[src/rtl/wallace_final_cpa.sv]
// Final carry-propagate adder for the pipelined 32x32 Wallace multiplier.
// Segmented ripple add, one SEG_W slice per stage, with a global valid/ready stall.
module wallace_final_cpa #(
  parameter int unsigned VEC_W  = 65,
  parameter int unsigned PROD_W = 64,
  parameter int unsigned SEG_W  = 16
) (
  input  logic              clk,
  input  logic              rst,
  input  logic [VEC_W-1:0]  sum_in,
  input  logic [VEC_W-1:0]  carry_in,
  input  logic              in_valid,
  output logic              in_ready,
  output logic [PROD_W-1:0] product,
  output logic              out_valid,
  input  logic              out_ready
);

  localparam int unsigned NSEG   = PROD_W / SEG_W;
  localparam int unsigned ADD_W  = SEG_W + 1;
  localparam int unsigned TOP_SH = PROD_W - SEG_W;

  // Stage registers; operands are pre-shifted so each stage consumes bits [SEG_W-1:0]
  logic [NSEG-1:0]   r_vld;
  logic [PROD_W-1:0] r_res [NSEG];
  logic [PROD_W-1:0] r_a   [NSEG-1];
  logic [PROD_W-1:0] r_b   [NSEG-1];
  logic [NSEG-2:0]   r_cy;

  logic              w_adv;
  logic [NSEG-1:0]   w_vld_in;
  logic [NSEG-1:0]   w_cin;
  logic [PROD_W-1:0] w_a_cur   [NSEG];
  logic [PROD_W-1:0] w_b_cur   [NSEG];
  logic [PROD_W-1:0] w_res_cur [NSEG];
  logic [PROD_W-1:0] w_res_nxt [NSEG];
  logic [ADD_W-1:0]  w_add     [NSEG];
  logic              w_unused;

  assign w_adv     = !r_vld[NSEG-1] || out_ready;
  assign in_ready  = w_adv;
  assign out_valid = r_vld[NSEG-1];
  assign product   = r_res[NSEG-1];
  assign w_vld_in  = {r_vld[NSEG-2:0], in_valid};

  // Bit 64 headroom, the final carry-out and the spent operand bits are dropped by design
  assign w_unused = ^{sum_in[VEC_W-1:PROD_W], carry_in[VEC_W-1:PROD_W], w_add[NSEG-1][SEG_W],
                      w_a_cur[NSEG-1][PROD_W-1:SEG_W], w_b_cur[NSEG-1][PROD_W-1:SEG_W]};

  // Per-stage slice add; finished slices enter at the top and shift down each stage
  always_comb begin
    w_a_cur[0]   = sum_in[PROD_W-1:0];
    w_b_cur[0]   = carry_in[PROD_W-1:0];
    w_res_cur[0] = '0;
    w_cin        = '0;
    for (int s = 1; s < NSEG; s++) begin
      w_a_cur[s]   = r_a[s-1];
      w_b_cur[s]   = r_b[s-1];
      w_res_cur[s] = r_res[s-1];
      w_cin[s]     = r_cy[s-1];
    end
    for (int s = 0; s < NSEG; s++) begin
      w_add[s]     = {1'b0, w_a_cur[s][SEG_W-1:0]} + {1'b0, w_b_cur[s][SEG_W-1:0]}
                   + ADD_W'(w_cin[s]);
      w_res_nxt[s] = (w_res_cur[s] >> SEG_W) | (PROD_W'(w_add[s][SEG_W-1:0]) << TOP_SH);
    end
  end

  // Whole pipeline, bubbles included, moves only on global advance
  always_ff @(posedge clk or posedge rst) begin
    if (rst) begin
      r_vld <= '0;
      r_cy  <= '0;
      for (int s = 0; s < NSEG; s++) begin
        r_res[s] <= '0;
      end
      for (int s = 0; s < NSEG - 1; s++) begin
        r_a[s] <= '0;
        r_b[s] <= '0;
      end
    end else if (w_adv) begin
      r_vld <= w_vld_in;
      for (int s = 0; s < NSEG; s++) begin
        r_res[s] <= w_res_nxt[s];
      end
      for (int s = 0; s < NSEG - 1; s++) begin
        r_a[s]  <= w_a_cur[s] >> SEG_W;
        r_b[s]  <= w_b_cur[s] >> SEG_W;
        r_cy[s] <= w_add[s][SEG_W];
      end
    end
  end

endmodule

[config.mk]
export PLATFORM = sky130hd
export DESIGN_NAME = wallace_final_cpa
export DESIGN_NICKNAME = d
export VERILOG_FILES = /design/src/rtl/wallace_final_cpa.sv
export SDC_FILE = /design/constraint.sdc
export NUM_CORES = 1
export LEC_CHECK = 0
export CAP_MARGIN = 0
export CORE_MARGIN = 2
export CORE_UTILIZATION = 50
export CTS_BUF_LIST = sky130_fd_sc_hd__clkbuf_16
export DETAILED_ROUTE_END_ITERATION = 12
export HOLD_SLACK_MARGIN = 0.02
export PLACE_DENSITY = 0.8
export SYNTH_ARGS = -nofsm -noshare
export SYNTH_HDL_FRONTEND = slang
export SYNTH_SLANG_ARGS = --single-unit
[constraint.sdc]
create_clock -name clk -period 10.1 [get_ports clk]
set_input_delay 1.01 -clock clk [delete_from_list [all_inputs] [get_ports clk]]
set_output_delay 1.01 -clock clk [all_outputs]
set_load 0.1 [all_outputs]
==> run summary, run 1 <==
Result of the run -> completed
Worst-case hold slack -> 0.4532 ns
Initial core utilization -> 51.03%
Ys async rst share -> 100.0%
Final min period -> 4.622 ns
Quantity of I/O buffers inserted on ports -> 197
Layout cell share with drive strength beyond 1 -> 3.582%
Number of remaining DRC errors -> 0
Pin count of the biggest net entering global routing -> 105
Net Sw Power -> 0.003228 W
Setup repair after global routing missed its margin -> false
Vias -> 12710
Wire length per cell -> 14.09 um
Diodes inserted -> 0
Total overflow reported by the global router -> 0
Yosys warning count -> 0
Startpoint types -> input pin
Multiplexer fraction of the synthesized cell area -> 0.1795%
Final hold violation count -> 0
Number of storage elements in the synthesis netlist -> 359
Syn_area_per_cell -> 8.741 um^2
Final Slew Violations -> 0
Number of antenna violations at the first check in global routing -> 0
Remaining antenna violation count after routing -> 0
Die span in y -> 186.9 um
Distinct cell type count of the synthesized netlist -> 62
Post-Route Setup TNS -> 0 ns
Die Span X -> 186.9 um
Area leader, netlist -> dfrtp_1
CTS max path bufs -> 3
Data arrival time of the critical path -> 3.61 ns
Type of the tightest min-delay check -> flop to flop
CTS sink cnt -> 359
Maximum resistive drop on vdd -> 0.2941 mV
Floorplan die area -> 0.03494 mm^2
Worst hold path cell count -> 1
Clock share of power -> 17.4%
FF-to-FF path depth -> 8
Internal power -> 0.003842 W
Critical path type -> input pin to output pin
Leading cell types by total area after synthesis -> dfrtp_1 54%, nand2_1 21%, ha_1 4.5%
Last weighted congestion value of the routability-driven placer -> 0.9308
Cell at the root of the clock tree -> clkbuf_16
Combinational family with the most area after synthesis -> simple AND/OR/NAND/NOR gates
Vias in the first global route -> 12290
Required time worst endpoint -> 9.09 ns
Overall routed net length -> 34.94 mm
Site Rows -> 66
# hold bufs at CTS -> 0
CTS H-Tree Depth -> 2
Share of the yosys chip area belonging to registers -> 53.70%
Number of gates resized after CTS -> 0
First-pass GRT wire length -> 59.27 mm
Most used flip-flop cell after synthesis -> dfrtp_1
Crit path max fanout -> 104
Routed via count divided by cell count -> 5.125
CTS tree -> built
Power Dens Cells -> 359.9 mW/mm^2
Most frequent cells after synthesis -> 932 x nand2_1, 359 x dfrtp_1, 76 x clkbuf_1, 68 x a21oi_1, 64 x buf_4
Most numerous cell in the Yosys netlist -> nand2_1
Global Route Usage Sum -> 20.12%
Number of ports placed on the die boundary -> 200
Final clock skew -> 0.01482 ns
Share of the synthesized area in the top cell type -> 53.70%
Number of clock buffers inserted by TritonCTS -> 37
Endpoint class of the critical path -> output pin
Reported max-cap violation count -> 0
Core Area -> 0.03278 mm^2
Final period utilization -> 45.77%
Post-synthesis share of cell area spent on full adders, half adders and majority gates -> 5.325%
Synth Net Count -> 2115
Number of buffers inserted to repair setup after CTS -> 0
Part of the power in combinational logic -> 48.3%
Clock input transition at the sequential cells of the worst setup and hold paths -> 0.06 ns
Synth Area in Compound Gates -> 8.287%
Relative contribution of sequential cells to total power -> 34.3%
Final setup violation count -> 0
Post-synthesis share of cell area spent on xor and xnor gates -> 1.937%
Area growth from synthesis to final layout -> 17.44%
Count of flip-flops with a built-in enable after synthesis -> 0
Final-layout fill cell count -> 2781
Transition at the pin with the smallest max-transition slack -> 1.145 ns
Synth Cell Area -> 0.01673 mm^2
Basic-gate share of the synthesized area counting and, or, nand and nor cells -> 25.47%
Synth Instances -> 1914
DRC violation total after the first TritonRoute iteration -> 1086
Slew headroom -> 23.43%
Highest achievable clock rate -> 0.2163 GHz
Latest clock arrival within the worst-skew pair -> 0.51 ns
Post-detail-place hpwl -> 23.57 mm
Pleak -> 9.892 nW
Number of nets in the layout -> 2212
Switching power as a share of total power -> 45.65%
1st-pass router iterations -> 5
[cells by family (layout without fill, tap and decap cells)]
family / after synthesis / count (layout)
muxes: 3 / 3
adders and majority gates: 67 / 67
buffers and inverters: 163 / 287
DFF: 359 / 359
xor gates and xnor gates: 37 / 37
and+or+nand+nor: 1070 / 1070
AOI/OAI and AO/OA: 215 / 215
[layout by cell type (no fill, tap or decap), drive strengths merged, types with 16 or more instances in the layout]
master,synthesis,final
clkbuf,76,37
xnor2,16,16
dfrtp,359,359
clkdlybuf4s50,0,197
a21oi,68,68
ha,60,60
clkinv,0,16
inv,11,20
o21ai,41,41
nor2,47,47
nand2,932,932
nand3,17,17
xor2,21,21
a21o,30,30
[power groups by stage]
stage / combinational, W / sequential, W / clock (W)
2_1_floorplan: 0.00286 / 0.00235 / 0
3_3_place_gp: 0.00331 / 0.00242 / 0
3_5_place_dp: 0.00340 / 0.00244 / 0
4_1_cts: 0.00342 / 0.00242 / 0.00127
5_1_grt: 0.00375 / 0.00250 / 0.00133
6_report: 0.00341 / 0.00243 / 0.00123
[path summary, 6_finish.rpt]
path | slack [ns] | start | to
min | 0.45 | r_vld[2] | r_vld[3]
max in group asynchronous | 7.34 | rst | r_b[144]
min reg2reg | 0.45 | r_vld[2] | r_vld[3]
min in group asynchronous | 1.11 | rst | r_a[94]
max reg2reg | 6.21 | r_vld[3] | product[60]
max | 5.48 | out_ready | in_ready
[critical path, cell delays in order]
cell and delay (ns):
clkdlybuf4s50_1 0.51, nor2b_4 0.05, buf_4 0.31, inv_8 0.46
clkdlybuf4s50_1 1.24
[registers in the layout, indices dropped and copies added, names as in the netlist]
name     flops
r_res       96
r_vld        4
r_cy         3
r_a         96
product     64
r_b         96
[area by class of cell]
cell class / count / area [um^2] / area share (%)
Clock buffer: 37 / 925.9 / 4.712
Clock inverter: 29 / 162.7 / 0.8279
Inverter: 11 / 52.55 / 0.2675
Timing Repair Buffer: 210 / 2069 / 10.53
Tap cell: 442 / 553.0 / 2.815
Sequential cell: 359 / 8984 / 45.72
Multi-Input combinational cell: 1392 / 6900 / 35.12
[per-layer routing]
metal	up-vias	GRT usage [%]	wire (um)
met5	-	0	0
met4	0	5.861	823
met3	59	2.964	1565
met2	275	32.81	16510
met1	6049	28.15	16040
li1	6328	-	-
[metrics by stage]
step | utilization (%) | instance area, um^2 | worst slack, ns | power, W | std cells
2_1_floorplan | - | 16730 | 4.278 | 0.005211 | 1914
3_3_place_gp | 56.61 | 18560 | 5.219 | 0.005727 | 2414
3_5_place_dp | 56.61 | 18560 | 5.147 | 0.005849 | 2414
4_1_cts | 59.93 | 19650 | 5.434 | 0.007114 | 2480
5_1_grt | 59.93 | 19650 | 5.357 | 0.007571 | 2480
6_report | 59.93 | 19650 | 5.478 | 0.007070 | 2480
Power figures use the tool's default switching activity.
==> run 2: changes to the inputs <==
--- a/config.mk
+++ b/config.mk
@@ -11,7 +11,7 @@
 export CTS_BUF_LIST = sky130_fd_sc_hd__clkbuf_16
 export DETAILED_ROUTE_END_ITERATION = 12
 export HOLD_SLACK_MARGIN = 0.02
-export PLACE_DENSITY = 0.8
+export PLACE_DENSITY = 0.77
 export SYNTH_ARGS = -nofsm -noshare
 export SYNTH_HDL_FRONTEND = slang
 export SYNTH_SLANG_ARGS = --single-unit
==> constraint.sdc (replaced) <==
create_clock -name clk -period 4.73 [get_ports clk]
set_input_delay 0.473 -clock clk [delete_from_list [all_inputs] [get_ports clk]]
set_output_delay 0.473 -clock clk [all_outputs]
set_load 0.1 [all_outputs]
==> run 2 against run 1 <==
Flip-flop and latch count unchanged. Register-to-register slack worse by 4.5 ns. Global-route usage down 0.27 points. First-iteration DRC count down 4.7%. Largest cell class unchanged. Worst hold slack worse by 0.031 ns. Routed wire length down 0.75%. Non-clock buffer count down 1. Via count down 0.50%. Clock skew down 0.0046 ns. Count of clock-buffer cells in the layout up 4. Cell area up 1.3%.
==> run summary, run 2 (synthesized netlist as in run 1, its figures left out) <==
First-pass GRT wire length -> 58.62 mm (was 59.27 mm)
Initial core utilization -> 51.03% (unchanged)
CTS tree -> built (unchanged)
Most used cell along the critical path -> fa_1 (was clkdlybuf4s50_1)
Pin count of the biggest net entering global routing -> 185 (was 105)
CTS H-Tree Depth -> 2 (unchanged)
Number of clock buffers inserted by TritonCTS -> 38 (was 37)
Reported max-cap violation count -> 0 (unchanged)
Wire length per cell -> 13.97 um (was 14.09 um)
Power Dens Cells -> 779.5 mW/mm^2 (was 359.9 mW/mm^2)
Number of ports placed on the die boundary -> 200 (unchanged)
Core Area -> 0.03278 mm^2 (unchanged)
Final setup violation count -> 0 (unchanged)
Final hold violation count -> 0 (unchanged)
Critical register-to-register path endpoint -> r_res[190] (was product[60])
Slowest stage delay, CP -> 0.46 ns (was 1.24 ns)
Gr busiest metal -> met2 (unchanged)
Number of antenna violations at the first check in global routing -> 0 (unchanged)
Endpoint class of the critical path -> flop (was output pin)
Quantity of I/O buffers inserted on ports -> 197 (unchanged)
1st-pass router iterations -> 5 (unchanged)
Final-layout fill cell count -> 2803 (was 2781)
Setup ws final -> 1.708 ns (was 5.478 ns)
Post-Place Cells -> 2413 (was 2414)
Clock input transition at the sequential cells of the worst setup and hold paths -> 0.06 ns (about the same)
Final clock skew -> 0.01025 ns (was 0.01482 ns)
# hold bufs at CTS -> 0 (unchanged)
Transition at the pin with the smallest max-transition slack -> 1.166 ns (was 1.145 ns)
Area growth from synthesis to final layout -> 19.00% (was 17.44%)
Crit path max fanout -> 4 (was 104)
Critical path buffers and inverters -> 0 (was 4)
Overall routed net length -> 34.68 mm (was 34.94 mm)
Cell at the root of the clock tree -> clkbuf_16 (unchanged)
Vias -> 12650 (was 12710)
Biggest registers after layout -> r_a: 96 flops, r_b: 96 flops, r_res: 96 flops (unchanged)
Final Slew Violations -> 0 (unchanged)
Result of the run -> completed (unchanged)
Startpoint types -> flop (was input pin)
Critical path type -> flop to flop (was input pin to output pin)
Floorplan die area -> 0.03494 mm^2 (unchanged)
Number of remaining DRC errors -> 0 (unchanged)
Most common cell after layout, fill and taps aside -> nand2_1 (unchanged)
Data arrival time of the critical path -> 3.40 ns (was 3.61 ns)
Switching power as a share of total power -> 44.43% (was 45.65%)
Number of buffers inserted to repair setup after CTS -> 0 (unchanged)
Cell breakdown of the critical path -> fa_1 > fa_1 > a211oi_2 > o21ai_1 > a31o_2 > a311o_1 > a2111oi_2 > nor3b_1 (was clkdlybuf4s50_1 > nor2b_4 > buf_4 > inv_8 > clkdlybuf4s50_1)
Global Route Usage Sum -> 19.85% (was 20.12%)
Number of nets in the layout -> 2212 (unchanged)
R2R setup slack -> 1.71 ns (was 6.21 ns)
Number of gates resized after CTS -> 0 (unchanged)
Critical path depth in cells -> 8 (was 5)
Setup repair after global routing missed its margin -> false (unchanged)
Highest achievable clock rate -> 0.3309 GHz
Pleak -> 9.995 nW (was 9.892 nW)
Final min period -> 3.022 ns
Slew headroom -> 22.05% (was 23.43%)
Die span in y -> 186.9 um (unchanged)
Latest clock arrival within the worst-skew pair -> 0.51 ns (about the same)
Top library cells by usage in the layout, fill and taps aside -> 932 x nand2_1, 359 x dfrtp_1, 196 x clkdlybuf4s50_1 (was 932 x nand2_1, 359 x dfrtp_1, 197 x clkdlybuf4s50_1)
CTS max path bufs -> 3 (unchanged)
FF-to-FF path depth -> 8 (unchanged)
Relative contribution of sequential cells to total power -> 33.4% (was 34.3%)
Met1 Use GR -> 28.32% (was 28.15%)
Required time worst endpoint -> 5.11 ns (was 9.09 ns)
Last weighted congestion value of the routability-driven placer -> 0.8624 (was 0.9308)
Die Span X -> 186.9 um (unchanged)
Maximum resistive drop on vdd -> 0.6992 mV (was 0.2941 mV)
Internal power -> 0.008624 W (was 0.003842 W)
FF+latch area -> 0.008984 mm^2 (unchanged)
Clock share of power -> 19.7% (was 17.4%)
Gate family responsible for the most delay along the worst path -> compound AO/OA/AOI/OAI gates (was buffers and inverters)
Vias in the first global route -> 12140 (was 12290)
Final period utilization -> 63.89%
Worst R2R Start -> r_a[128] (was r_vld[3])
DRC violation total after the first TritonRoute iteration -> 1035 (was 1086)
Type of the tightest min-delay check -> input pin to asynchronous set/reset pin (was flop to flop)
DP Worst Slack -> 1.509 ns (was 5.147 ns)
Total overflow reported by the global router -> 0 (unchanged)
Remaining antenna violation count after routing -> 0 (unchanged)
GR Util met3 -> 2.758% (was 2.964%)
Net Sw Power -> 0.006895 W (was 0.003228 W)
Worst-case hold slack -> 0.4221 ns (was 0.4532 ns)
Post-detail-place hpwl -> 23.37 mm (was 23.57 mm)
Slowest stage cell on the critical path -> fa_1 (was clkdlybuf4s50_1)
Site Rows -> 66 (unchanged)
Part of the power in combinational logic -> 46.9% (was 48.3%)
Met2 global-route usage -> 32.43% (was 32.81%)
Final cell utilization of the core -> 60.72% (was 59.93%)
Routed via count divided by cell count -> 5.094 (was 5.125)
Area of the multi-input gates -> 0.006900 mm^2 (unchanged)
Layout cell share with drive strength beyond 1 -> 3.922% (was 3.582%)
Final non-filler cell total -> 2483 (was 2480)
CTS sink cnt -> 359 (unchanged)
[run 2: cell types whose count changed in the layout (fill, tap and decap cells not counted), sizes merged]
| cell | delta |
|---|---|
| inv | -6 |
| clkdlybuf4s50 | -1 |
| diode | +1 |
| bufinv | +5 |
| clkbuf | +4 |
[run 2: layer usage]
metal	vias up	wire length (um)	share of wire (%)
li1	6311	-	-
met3	47	1555	4.5
met4	0	619	1.8
met5	-	0	0
met1	5992	16270	47
met2	298	16240	47
[run 2: area by class of cell]
type | count | share of cell area (%)
repair buffers | 209 | 10.60
multi-input cells | 1392 | 34.66
clock buffers | 41 | 5.154
clock inverters | 28 | 1.408
flip-flops and latches | 359 | 45.13
diodes | 1 | 0.01257
well taps | 442 | 2.778
inverters | 11 | 0.2640
[run 2: worst max path at each step]
stage	from	end
CTS	r_a[128]	r_res[190]
detailed placement	sum_in[0]	r_res[254]
floorplan	rst	product[0]
global placement	sum_in[0]	r_res[254]
finish	r_a[128]	r_res[190]
global route	r_a[128]	r_res[190]
[run 2: power groups by stage]
stage	Clock (W)	Combinational, W	Sequential [W]
finish	0.00306	0.00728	0.00518
global route	0.00325	0.00798	0.00534
CTS	0.00314	0.00731	0.00518
detailed placement	0	0.00727	0.00522
global placement	0	0.00707	0.00517
floorplan	0	0.00610	0.00503
[run 2: stage by stage]
stage / TNS [ns] / total power, W / area, um^2
4_1_cts: 0 / 0.01562 / 19910
3_5_place_dp: 0 / 0.01250 / 18600
3_3_place_gp: 0 / 0.01224 / 18600
5_1_grt: 0 / 0.01657 / 19910
2_1_floorplan: -199.35 / 0.01113 / 16730
6_report: 0 / 0.01552 / 19910
